<file path="src/rtl/issue_stage_if.sv">
// Decode-to-issue and issue-to-execute handshake bundle for issue_stage.
// The slave modport is the issue stage; the master modport is its environment.
interface issue_stage_if #(
  parameter int unsigned XLEN  = 32,
  parameter int unsigned PCLEN = 10
);
  logic [4:0]       rs1;
  logic [4:0]       rs2;
  logic [4:0]       rd;
  logic [XLEN-1:0]  imm;
  logic [11:0]      code;
  logic             isLoad;
  logic             isBranch;
  logic [PCLEN-1:0] pcIn;
  logic             inValid;
  logic             inReady;

  logic             outValid;
  logic             outReady;
  logic [XLEN-1:0]  rs1_v;
  logic [XLEN-1:0]  rs2_v;
  logic [XLEN-1:0]  immOut;
  logic [11:0]      codeOut;
  logic [4:0]       rdOut;
  logic             isLoadOut;
  logic             isBranchOut;
  logic [PCLEN-1:0] pcOut;

  modport slave (
    input  rs1, rs2, rd, imm, code, isLoad, isBranch, pcIn, inValid, outReady,
    output inReady, outValid, rs1_v, rs2_v, immOut, codeOut, rdOut, isLoadOut, isBranchOut,
           pcOut
  );

  modport master (
    output rs1, rs2, rd, imm, code, isLoad, isBranch, pcIn, inValid, outReady,
    input  inReady, outValid, rs1_v, rs2_v, immOut, codeOut, rdOut, isLoadOut, isBranchOut,
           pcOut
  );
endinterface

</file>
<file path="src/rtl/issue_stage.sv">
// In-order issue stage: register file with writeback bypass, pending-write scoreboard,
// single output register toward execute, flush of the held instruction, stall counter.
module issue_stage #(
  parameter int unsigned XLEN  = 32,
  parameter int unsigned PCLEN = 10
) (
  input  logic             clk,
  input  logic             reset,
  issue_stage_if.slave     bus,
  input  logic             wbEn,
  input  logic [4:0]       wbRd,
  input  logic [XLEN-1:0]  wbData,
  input  logic             flush,
  output logic [15:0]      stallCount
);

  logic [XLEN-1:0]  rf_q [32];
  logic [31:0]      pending_q, pending_d;
  logic             out_valid_q;
  logic [XLEN-1:0]  rs1_v_q, rs2_v_q, imm_q;
  logic [11:0]      code_q;
  logic [4:0]       rd_q;
  logic             is_load_q, is_branch_q;
  logic [PCLEN-1:0] pc_q;
  logic [15:0]      stall_q;

  logic            wb_hit;
  logic            wb_rs1, wb_rs2;
  logic            haz_rs1, haz_rs2, hazard;
  logic            in_ready, accept;
  logic [XLEN-1:0] rs1_val, rs2_val;

  assign wb_hit = wbEn && (wbRd != 5'd0);
  assign wb_rs1 = wb_hit && (wbRd == bus.rs1);
  assign wb_rs2 = wb_hit && (wbRd == bus.rs2);

  // A register being written back this cycle is no longer a hazard.
  assign haz_rs1 = (bus.rs1 != 5'd0) && pending_q[bus.rs1] && !wb_rs1;
  assign haz_rs2 = (bus.rs2 != 5'd0) && pending_q[bus.rs2] && !wb_rs2;
  assign hazard  = bus.inValid && (haz_rs1 || haz_rs2);

  assign in_ready = !reset && !hazard && (!out_valid_q || bus.outReady) && !flush;
  assign accept   = bus.inValid && in_ready;

  always_comb begin
    rs1_val = '0;
    rs2_val = '0;
    if (bus.rs1 != 5'd0) rs1_val = wb_rs1 ? wbData : rf_q[bus.rs1];
    if (bus.rs2 != 5'd0) rs2_val = wb_rs2 ? wbData : rf_q[bus.rs2];
  end

  // Clears first, then the acceptance set so it wins on a same-register collision.
  always_comb begin
    pending_d = pending_q;
    if (wb_hit) pending_d[wbRd] = 1'b0;
    if (flush && out_valid_q && (rd_q != 5'd0)) pending_d[rd_q] = 1'b0;
    if (accept && (bus.rd != 5'd0)) pending_d[bus.rd] = 1'b1;
  end

  always_ff @(posedge clk) begin
    if (reset) begin
      for (int i = 0; i < 32; i++) rf_q[i] <= '0;
      pending_q   <= '0;
      out_valid_q <= 1'b0;
      rs1_v_q     <= '0;
      rs2_v_q     <= '0;
      imm_q       <= '0;
      code_q      <= '0;
      rd_q        <= '0;
      is_load_q   <= 1'b0;
      is_branch_q <= 1'b0;
      pc_q        <= '0;
      stall_q     <= '0;
    end else begin
      pending_q <= pending_d;
      if (wb_hit) rf_q[wbRd] <= wbData;
      if (hazard && (stall_q != 16'hFFFF)) stall_q <= stall_q + 16'd1;
      if (accept) begin
        out_valid_q <= 1'b1;
        rs1_v_q     <= rs1_val;
        rs2_v_q     <= rs2_val;
        imm_q       <= bus.imm;
        code_q      <= bus.code;
        rd_q        <= bus.rd;
        is_load_q   <= bus.isLoad;
        is_branch_q <= bus.isBranch;
        pc_q        <= bus.pcIn;
      end else if (flush || bus.outReady) begin
        out_valid_q <= 1'b0;
      end
    end
  end

  assign bus.inReady     = in_ready;
  assign bus.outValid    = out_valid_q;
  assign bus.rs1_v       = rs1_v_q;
  assign bus.rs2_v       = rs2_v_q;
  assign bus.immOut      = imm_q;
  assign bus.codeOut     = code_q;
  assign bus.rdOut       = rd_q;
  assign bus.isLoadOut   = is_load_q;
  assign bus.isBranchOut = is_branch_q;
  assign bus.pcOut       = pc_q;
  assign stallCount      = stall_q;

endmodule

</file>
<file path="src/flat_wrapper.sv">
// flat-port wrapper written by rule: the top's interface ports become plain ports
module issue_stage_flat 
#(
  parameter int unsigned XLEN  = 32,
  parameter int unsigned PCLEN = 10
)
  (clk, reset, wbEn, wbRd, wbData, flush, stallCount, bus_rs1, bus_rs2, bus_rd, bus_imm, bus_code, bus_isLoad, bus_isBranch, bus_pcIn, bus_inValid, bus_outReady, bus_inReady, bus_outValid, bus_rs1_v, bus_rs2_v, bus_immOut, bus_codeOut, bus_rdOut, bus_isLoadOut, bus_isBranchOut, bus_pcOut);
  issue_stage_if #(.XLEN(XLEN), .PCLEN(PCLEN)) bus_i ();
  input  logic clk;
  input  logic reset;
  input  logic wbEn;
  input  logic [4:0] wbRd;
  input  logic [XLEN-1:0] wbData;
  input  logic flush;
  output logic [15:0] stallCount;
  input wire logic [$bits(bus_i.rs1)-1:0] bus_rs1;
  input wire logic [$bits(bus_i.rs2)-1:0] bus_rs2;
  input wire logic [$bits(bus_i.rd)-1:0] bus_rd;
  input wire logic [$bits(bus_i.imm)-1:0] bus_imm;
  input wire logic [$bits(bus_i.code)-1:0] bus_code;
  input wire logic [$bits(bus_i.isLoad)-1:0] bus_isLoad;
  input wire logic [$bits(bus_i.isBranch)-1:0] bus_isBranch;
  input wire logic [$bits(bus_i.pcIn)-1:0] bus_pcIn;
  input wire logic [$bits(bus_i.inValid)-1:0] bus_inValid;
  input wire logic [$bits(bus_i.outReady)-1:0] bus_outReady;
  output wire logic [$bits(bus_i.inReady)-1:0] bus_inReady;
  output wire logic [$bits(bus_i.outValid)-1:0] bus_outValid;
  output wire logic [$bits(bus_i.rs1_v)-1:0] bus_rs1_v;
  output wire logic [$bits(bus_i.rs2_v)-1:0] bus_rs2_v;
  output wire logic [$bits(bus_i.immOut)-1:0] bus_immOut;
  output wire logic [$bits(bus_i.codeOut)-1:0] bus_codeOut;
  output wire logic [$bits(bus_i.rdOut)-1:0] bus_rdOut;
  output wire logic [$bits(bus_i.isLoadOut)-1:0] bus_isLoadOut;
  output wire logic [$bits(bus_i.isBranchOut)-1:0] bus_isBranchOut;
  output wire logic [$bits(bus_i.pcOut)-1:0] bus_pcOut;
  assign bus_i.rs1 = bus_rs1;
  assign bus_i.rs2 = bus_rs2;
  assign bus_i.rd = bus_rd;
  assign bus_i.imm = bus_imm;
  assign bus_i.code = bus_code;
  assign bus_i.isLoad = bus_isLoad;
  assign bus_i.isBranch = bus_isBranch;
  assign bus_i.pcIn = bus_pcIn;
  assign bus_i.inValid = bus_inValid;
  assign bus_i.outReady = bus_outReady;
  assign bus_inReady = bus_i.inReady;
  assign bus_outValid = bus_i.outValid;
  assign bus_rs1_v = bus_i.rs1_v;
  assign bus_rs2_v = bus_i.rs2_v;
  assign bus_immOut = bus_i.immOut;
  assign bus_codeOut = bus_i.codeOut;
  assign bus_rdOut = bus_i.rdOut;
  assign bus_isLoadOut = bus_i.isLoadOut;
  assign bus_isBranchOut = bus_i.isBranchOut;
  assign bus_pcOut = bus_i.pcOut;
  issue_stage #(.XLEN(XLEN), .PCLEN(PCLEN)) u_core (.clk(clk), .reset(reset), .bus(bus_i), .wbEn(wbEn), .wbRd(wbRd), .wbData(wbData), .flush(flush), .stallCount(stallCount));
endmodule
</file>
<file path="config.mk">
export PLATFORM = sky130hd
export DESIGN_NAME = issue_stage_flat
export DESIGN_NICKNAME = d
export VERILOG_FILES = /design/src/rtl/issue_stage_if.sv /design/src/rtl/issue_stage.sv /design/src/flat_wrapper.sv
export SDC_FILE = /design/constraint.sdc
export NUM_CORES = 2
export LEC_CHECK = 0
export CAP_MARGIN = 20
export CORE_MARGIN = 2
export CORE_UTILIZATION = 35
export DETAILED_ROUTE_END_ITERATION = 7
export GPL_ROUTABILITY_DRIVEN = 0
export MAX_ROUTING_LAYER = met4
export PLACE_DENSITY_LB_ADDON = 0.08
export SETUP_SLACK_MARGIN = 0.5
export SKIP_LAST_GASP = 1
export SLEW_MARGIN = 0
export SYNTH_ARGS = -nofsm -noshare
export SYNTH_HDL_FRONTEND = slang
export SYNTH_SLANG_ARGS = --single-unit
</file>
<file path="constraint.sdc">
create_clock -name clk -period 8.7 [get_ports clk]
set_clock_uncertainty 0.2 [all_clocks]
set_input_delay 0.87 -clock clk [delete_from_list [all_inputs] [get_ports clk]]
set_output_delay 0.87 -clock clk [all_outputs]
set_load 0.01 [all_outputs]
</file>
## Word-level counts from Yosys, hierarchy flattened

Memories as Yosys holds them, arrays and structs flattened.
Cells that the tools add are included.

| operators by class | value |
|---|---|
| $add $sub $neg | 1 |
| magnitude comparators | 8 |
| eq/ne operators | 3 |
| multiplexer cells | 27 |
| bitwise gates (word level) | 5 |
| reduce and logical (&&, ||, !) cells | 35 |

Operators by type and width:

| kind | count |
|---|---|
| $mux 32 | 8 |
| $and 32x32->32 | 2 |
| $not 32->32 | 2 |
| $or 32x32->32 | 1 |
| $reduce_or 32->1 | 1 |
| $lt 5x6->1 const B | 5 |
| $reduce_bool 5->1 | 5 |
| $logic_and 1x1->1 | 19 |
| $add 16x1->16 const B | 1 |
| $ne 16x16->1 const B | 1 |
| $demux 1 s5 | 3 |
| $ge 5x1->1 const B | 3 |
| $mux 1 | 13 |
| $bmux 1 s5 | 2 |
| $eq 5x5->1 | 2 |
| $logic_not 1->1 | 6 |
| $mux 5 | 1 |
| $logic_or 1x1->1 | 3 |
| $reduce_bool 2->1 | 1 |

| storage, ports and cells | value |
|---|---|
| bits in registers | 174 |
| bits in writable memories | 1,024 |
| input bits | 114 |
| output and inout port bits | 143 |
| word-level logic and storage cells | 91 |
| memories kept | 1 |

Memories:

| memory | depth | bits a word | read ports | clocked after Yosys merged registers in | wr ports | line | text |
|---|---|---|---|---|---|---|---|
| u_core.rf_q | 32 | 32 | 2 | 0 | 32 | issue_stage.sv:17 | `logic [XLEN-1:0] rf_q [32];` |

## Logic depth before layout (Yosys ltp)

| depth | value |
|---|---|
| depth after elaboration | 14 |
| depth in mapped cells | 12 |
| depth with buffers taken out | 7 |

## Worst setup path after synthesis

No wires, ideal clock.

| path | value |
|---|---|
| kind | input -> register |
| start point | input port wbRd[2] |
| end point | memory u_core.rf_q[20][0] (enable) |
| library setup time | 466 ps |
| data arrival time | 3,967 ps |
| data required time | 8,034 ps |
| setup slack | 4,067 ps |
| cell stages on the path | 5 |
| buffers on the path | 1 |
| path through | clkbuf_1 > nor2b_1 > nor2b_1 > inv_1 > o21ai_0 |

RTL lines:

| element | line | text |
|---|---|---|
| start, declared | flat_wrapper.sv:12 | `input logic [4:0] wbRd;` |
| end, declared | issue_stage.sv:17 |  |

## Worst setup path after layout

| path | value |
|---|---|
| start point | input port wbRd[4] |
| end point | output port bus_inReady |

| on the way | value |
|---|---|
| word-level cells in the longest chain between the ends | 11 |
| elaborated cells between the ends (all ways) | 16 |
| those cells by class | eq/ne: 2; reduce/logical: 14 |

RTL lines:

| element | line | text |
|---|---|---|
| $reduce_bool 5->1 | issue_stage.sv:33 | `assign wb_hit = wbEn && (wbRd != 5'd0);` |
| $logic_and 1x1->1 | issue_stage.sv:33 |  |
| $logic_and 1x1->1 (on tied branches) | issue_stage.sv:34, issue_stage.sv:35 |  |
| $logic_not 1->1 (on tied branches) | issue_stage.sv:38, issue_stage.sv:39 |  |
| $logic_and 1x1->1 (on tied branches) | issue_stage.sv:38, issue_stage.sv:39 |  |
| $logic_or 1x1->1 * | issue_stage.sv:40 | `assign hazard = bus.inValid && (haz_rs1 \|\| haz_rs2);` |
| $logic_and 1x1->1 * | issue_stage.sv:40 |  |
| $logic_not 1->1 * | issue_stage.sv:42 | `assign in_ready = !reset && !hazard && (!out_valid_q \|\| bus.outReady) && !flush;` |
| $logic_and 1x1->1 * (3 in series) | issue_stage.sv:42 |  |
| end, declared | flat_wrapper.sv:26 | `output wire logic [$bits(bus_i.inReady)-1:0] bus_inReady;` |

Every way passes the cells marked *; elsewhere a longest branch is shown, timed or not.

==> metrics.md <==
| Metric | Value |
|---|---|
| Status | `finished clean` |
| Worst Hold Class | `flop to flop` |
| Die X-Extent | `428 um` |
| Crit-path leading delay family | `buffers and inverters` |
| DR vias/cell | `5.81` |
| Sink Count | `1198` |
| Power per cell area | `200 mW/mm^2` |
| Total CTS buffers | `148` |
| Worst-skew pair later-pin latency | `810 ps` |
| Largest net degree at the start of global routing | `99` |
| Fin crit share | `0.695` |
| Num rows | `155` |
| Top sig layer | `met4` |
| Cell taking the most area after synthesis | `edfxtp_1` |
| Top-count cell post-synth | `edfxtp_1` |
| CP startpoint | `wbRd[4]` |
| Post-synth top flop | `edfxtp_1` |
| Share of post-route cells with drive strength above 1 | `0.176` |
| Number of post-CTS setup repair buffers | `0` |
| Drt first pass iters | `6` |
| Met1 wire length | `110 mm` |
| CP max stage delay | `1040 ps` |
| Drt wl/cell | `34.3 um` |
| DP HPWL | `147 mm` |
| # placed instances | `7005` |
| # IOs | `257` |
| Worst-margin pin slew | `1130 ps` |
| Critical Path AT | `4980 ps` |
| CP Data Required Time | `7630 ps` |
| Setup CP Type | `primary input to output pin` |
| Synthesis-stage register bit count | `1198` |
| Sequential area share after synthesis | `0.545` |
| Die Footprint | `0.183 mm^2` |
| Die Y | `428 um` |
| First-pass GRT wire length | `345 mm` |
| RSZ-0062 raised after global routing | `no` |
| Hold_sp | `u_core.bus.rs1_v[1]` |
| Gr ovfl total | `0` |
| Drt initial violations | `5193` |
| Initial antenna violation count | `26` |
| Hold Buf Count CTS | `0` |
| DRC Markers | `0` |
| Syn_area_per_cell | `13.4 um^2` |
| Synth Instances | `4695` |
| Async SR Flop Fraction | `0` |
| Distinct cells, synth | `73` |
| Vias in the first global route | `41500` |
| Clock Tree Buf Depth | `3` |
| Worst hold path endpoint | `u_core.bus.rs1_v[1]` |
| Worst-path fanout max | `66` |
| Antenna Nets Post-Route | `0` |
| Post-synth top cells | `edfxtp_1 (1024), and2_1 (1006), mux4_2 (411), mux2i_1 (351), clkbuf_1 (325)` |
| CP Cell Sequence | `clkdlybuf4s50_1 -> or3_1 -> o21ai_2 -> or4_2 -> buf_4 -> and4_1 -> nor2_1 -> o21a_1 -> clkdlybuf4s50_1` |
| Initial Util | `0.352` |
| GRT Overall Usage | `0.280` |
| CP Launch Type | `primary input` |
| Worst setup EP type | `output pin` |
| Hold WS | `250 ps` |
| Reg-to-Reg Start | `u_core.pending_q[19]` |
| CTS tree | `done` |
| Number of enable flip-flop cells after synthesis | `1024` |
| Final nets | `4916` |
| Hold Crit Depth | `2` |
| Final setup fails | `0` |
| Pleak | `0.0254 uW` |
| Synth warnings | `0` |
| Slew HR | `0.237` |
| Post-Synthesis Cell Area | `0.0629 mm^2` |
| Worst-path clk slew | `60 ps` |
| Cell mode on critical path | `clkdlybuf4s50_1` |
| Final TNS setup | `0 ps` |
| Crit-path slowest cell | `clkdlybuf4s50_1` |
| H-tree depth | `4` |
| Synth area leaders | `edfxtp_1 (49%), mux4_2 (15%), and2_1 (10%)` |
| Final hold vios | `0` |
| DR vias | `42300` |
| Yosys top cell area share | `0.489` |
| Final Util | `0.407` |
| Area grow syn2layout | `15.6%` |
| Buf+Inv Stages, Crit Path | `3` |
| Resized Gates After CTS | `0` |
| Max-Cap Viols | `0` |
| Metal2 WL | `114 mm` |
| PortBufs | `256` |
| Total power | `14500 uW` |
| Clock root cell | `clkbuf_16` |
| Reg2reg end | `u_core.bus.rs1_v[24]` |
| Reg2Reg Setup Slack | `5160 ps` |
| Min Tclk post-route | `6050 ps` |
| Met3 Routed Length | `18.4 mm` |
| Core Area | `0.178 mm^2` |
| Worst VDD drop | `176 uV` |
| Fmax | `165 MHz` |
| Layout Cells excl Fill | `7286` |
| Reg2reg path depth | `8` |
| Slew Limit Fails | `0` |
| WL final | `250 mm` |
==> logic make-up after synthesis <==
family,synth area share
flops,0.545
buf+inv,0.0352
mux,0.207
compound gates,0.0604
fa+ha+maj,0.000199
xor+xnor,0.00195
other cells,0.0000597
simple gates,0.150
==> metal layers <==
| metal | up-vias | global-route usage |
|---|---|---|
| met3 | 367 | 0.0474 |
| met4 | 0 | 0.0864 |
| met1 | 22200 | 0.389 |
| met2 | 1786 | 0.417 |
| met5 | - | - |
| li1 | 18000 | - |
==> stage by stage <==
stage          instance area (um^2)  setup slack, ps
2_1_floorplan                 63000             4070
3_3_place_gp                  67900             2780
3_5_place_dp                  67900             2700
4_1_cts                       72600             2690
5_1_grt                       72600             2500
6_report                      72600             2650
==> registers in the layout, indices dropped and copies added, names as in the netlist, 5 cells and up <==
signal	flops
u_core.rf_q	1024
u_core.bus.immOut	32
u_core.bus.rs1_v	32
u_core.bus.rs2_v	32
u_core.pending_q	32
u_core.stallCount	16
u_core.bus.codeOut	12
u_core.bus.pcOut	10
u_core.bus.rdOut	5
==> final cells by class <==
type / instances / area (um^2)
Clock inverter: 50 / 428
Timing Repair Buffer: 394 / 3670
Multi-Input combinational cell: 3048 / 27000
Inverter: 11 / 43.8
Sequential cell: 1198 / 34200
Tap cell: 2355 / 2950
Antenna cell: 15 / 37.5
Fill cell: 16500 / 106000
Clock buffer: 215 / 4250
==> worst min-delay path: cells and delay by family (launching register included) <==
kind            cells  cell delay [ps]
compound gates      1               50
flops               1              300
simple gates        1               50
==> where the power goes <==
part | internal (uW) | switching, uW
Combinational | 641 | 1130
Sequential | 6530 | 157
Clock | 3530 | 2540
==> layout by cell type (no fill, tap or decap), drive strengths merged, types with 14 or more instances in the layout <==
| cell type | synthesis | layout |
|---|---|---|
| edfxtp | 1024 | 1024 |
| a221oi | 56 | 56 |
| mux2i | 351 | 351 |
| mux4 | 413 | 413 |
| nand4 | 34 | 34 |
| and2 | 1006 | 1006 |
| inv | 10 | 15 |
| buf | 144 | 148 |
| conb | 1 | 32 |
| o31ai | 28 | 28 |
| dfxtp | 174 | 174 |
| a21oi | 79 | 79 |
| or2 | 35 | 35 |
| nor2b | 19 | 19 |
| nand3 | 138 | 138 |
| nor2 | 134 | 134 |
| nor3 | 33 | 33 |
| o211ai | 14 | 14 |
| o22ai | 34 | 34 |
| clkinv | 1 | 40 |
| a21o | 14 | 14 |
| o21ai | 129 | 129 |
| clkbuf | 325 | 216 |
| a211oi | 17 | 17 |
| mux2 | 18 | 18 |
| diode | 0 | 15 |
| nand2 | 199 | 199 |
| a22oi | 124 | 124 |
| clkdlybuf4s50 | 0 | 245 |
==> worst max-delay path by stage <==
stage	endpoint	slack (ps)	cells after the start
global placement	bus_inReady	2780	9
global route	bus_inReady	2500	9
CTS	bus_inReady	2690	9
detailed placement	bus_inReady	2700	9
floorplan	u_core.rf_q[20][0]	4070	5
finish	bus_inReady	2650	9
Note: power is estimated with default switching activity, not from simulation.
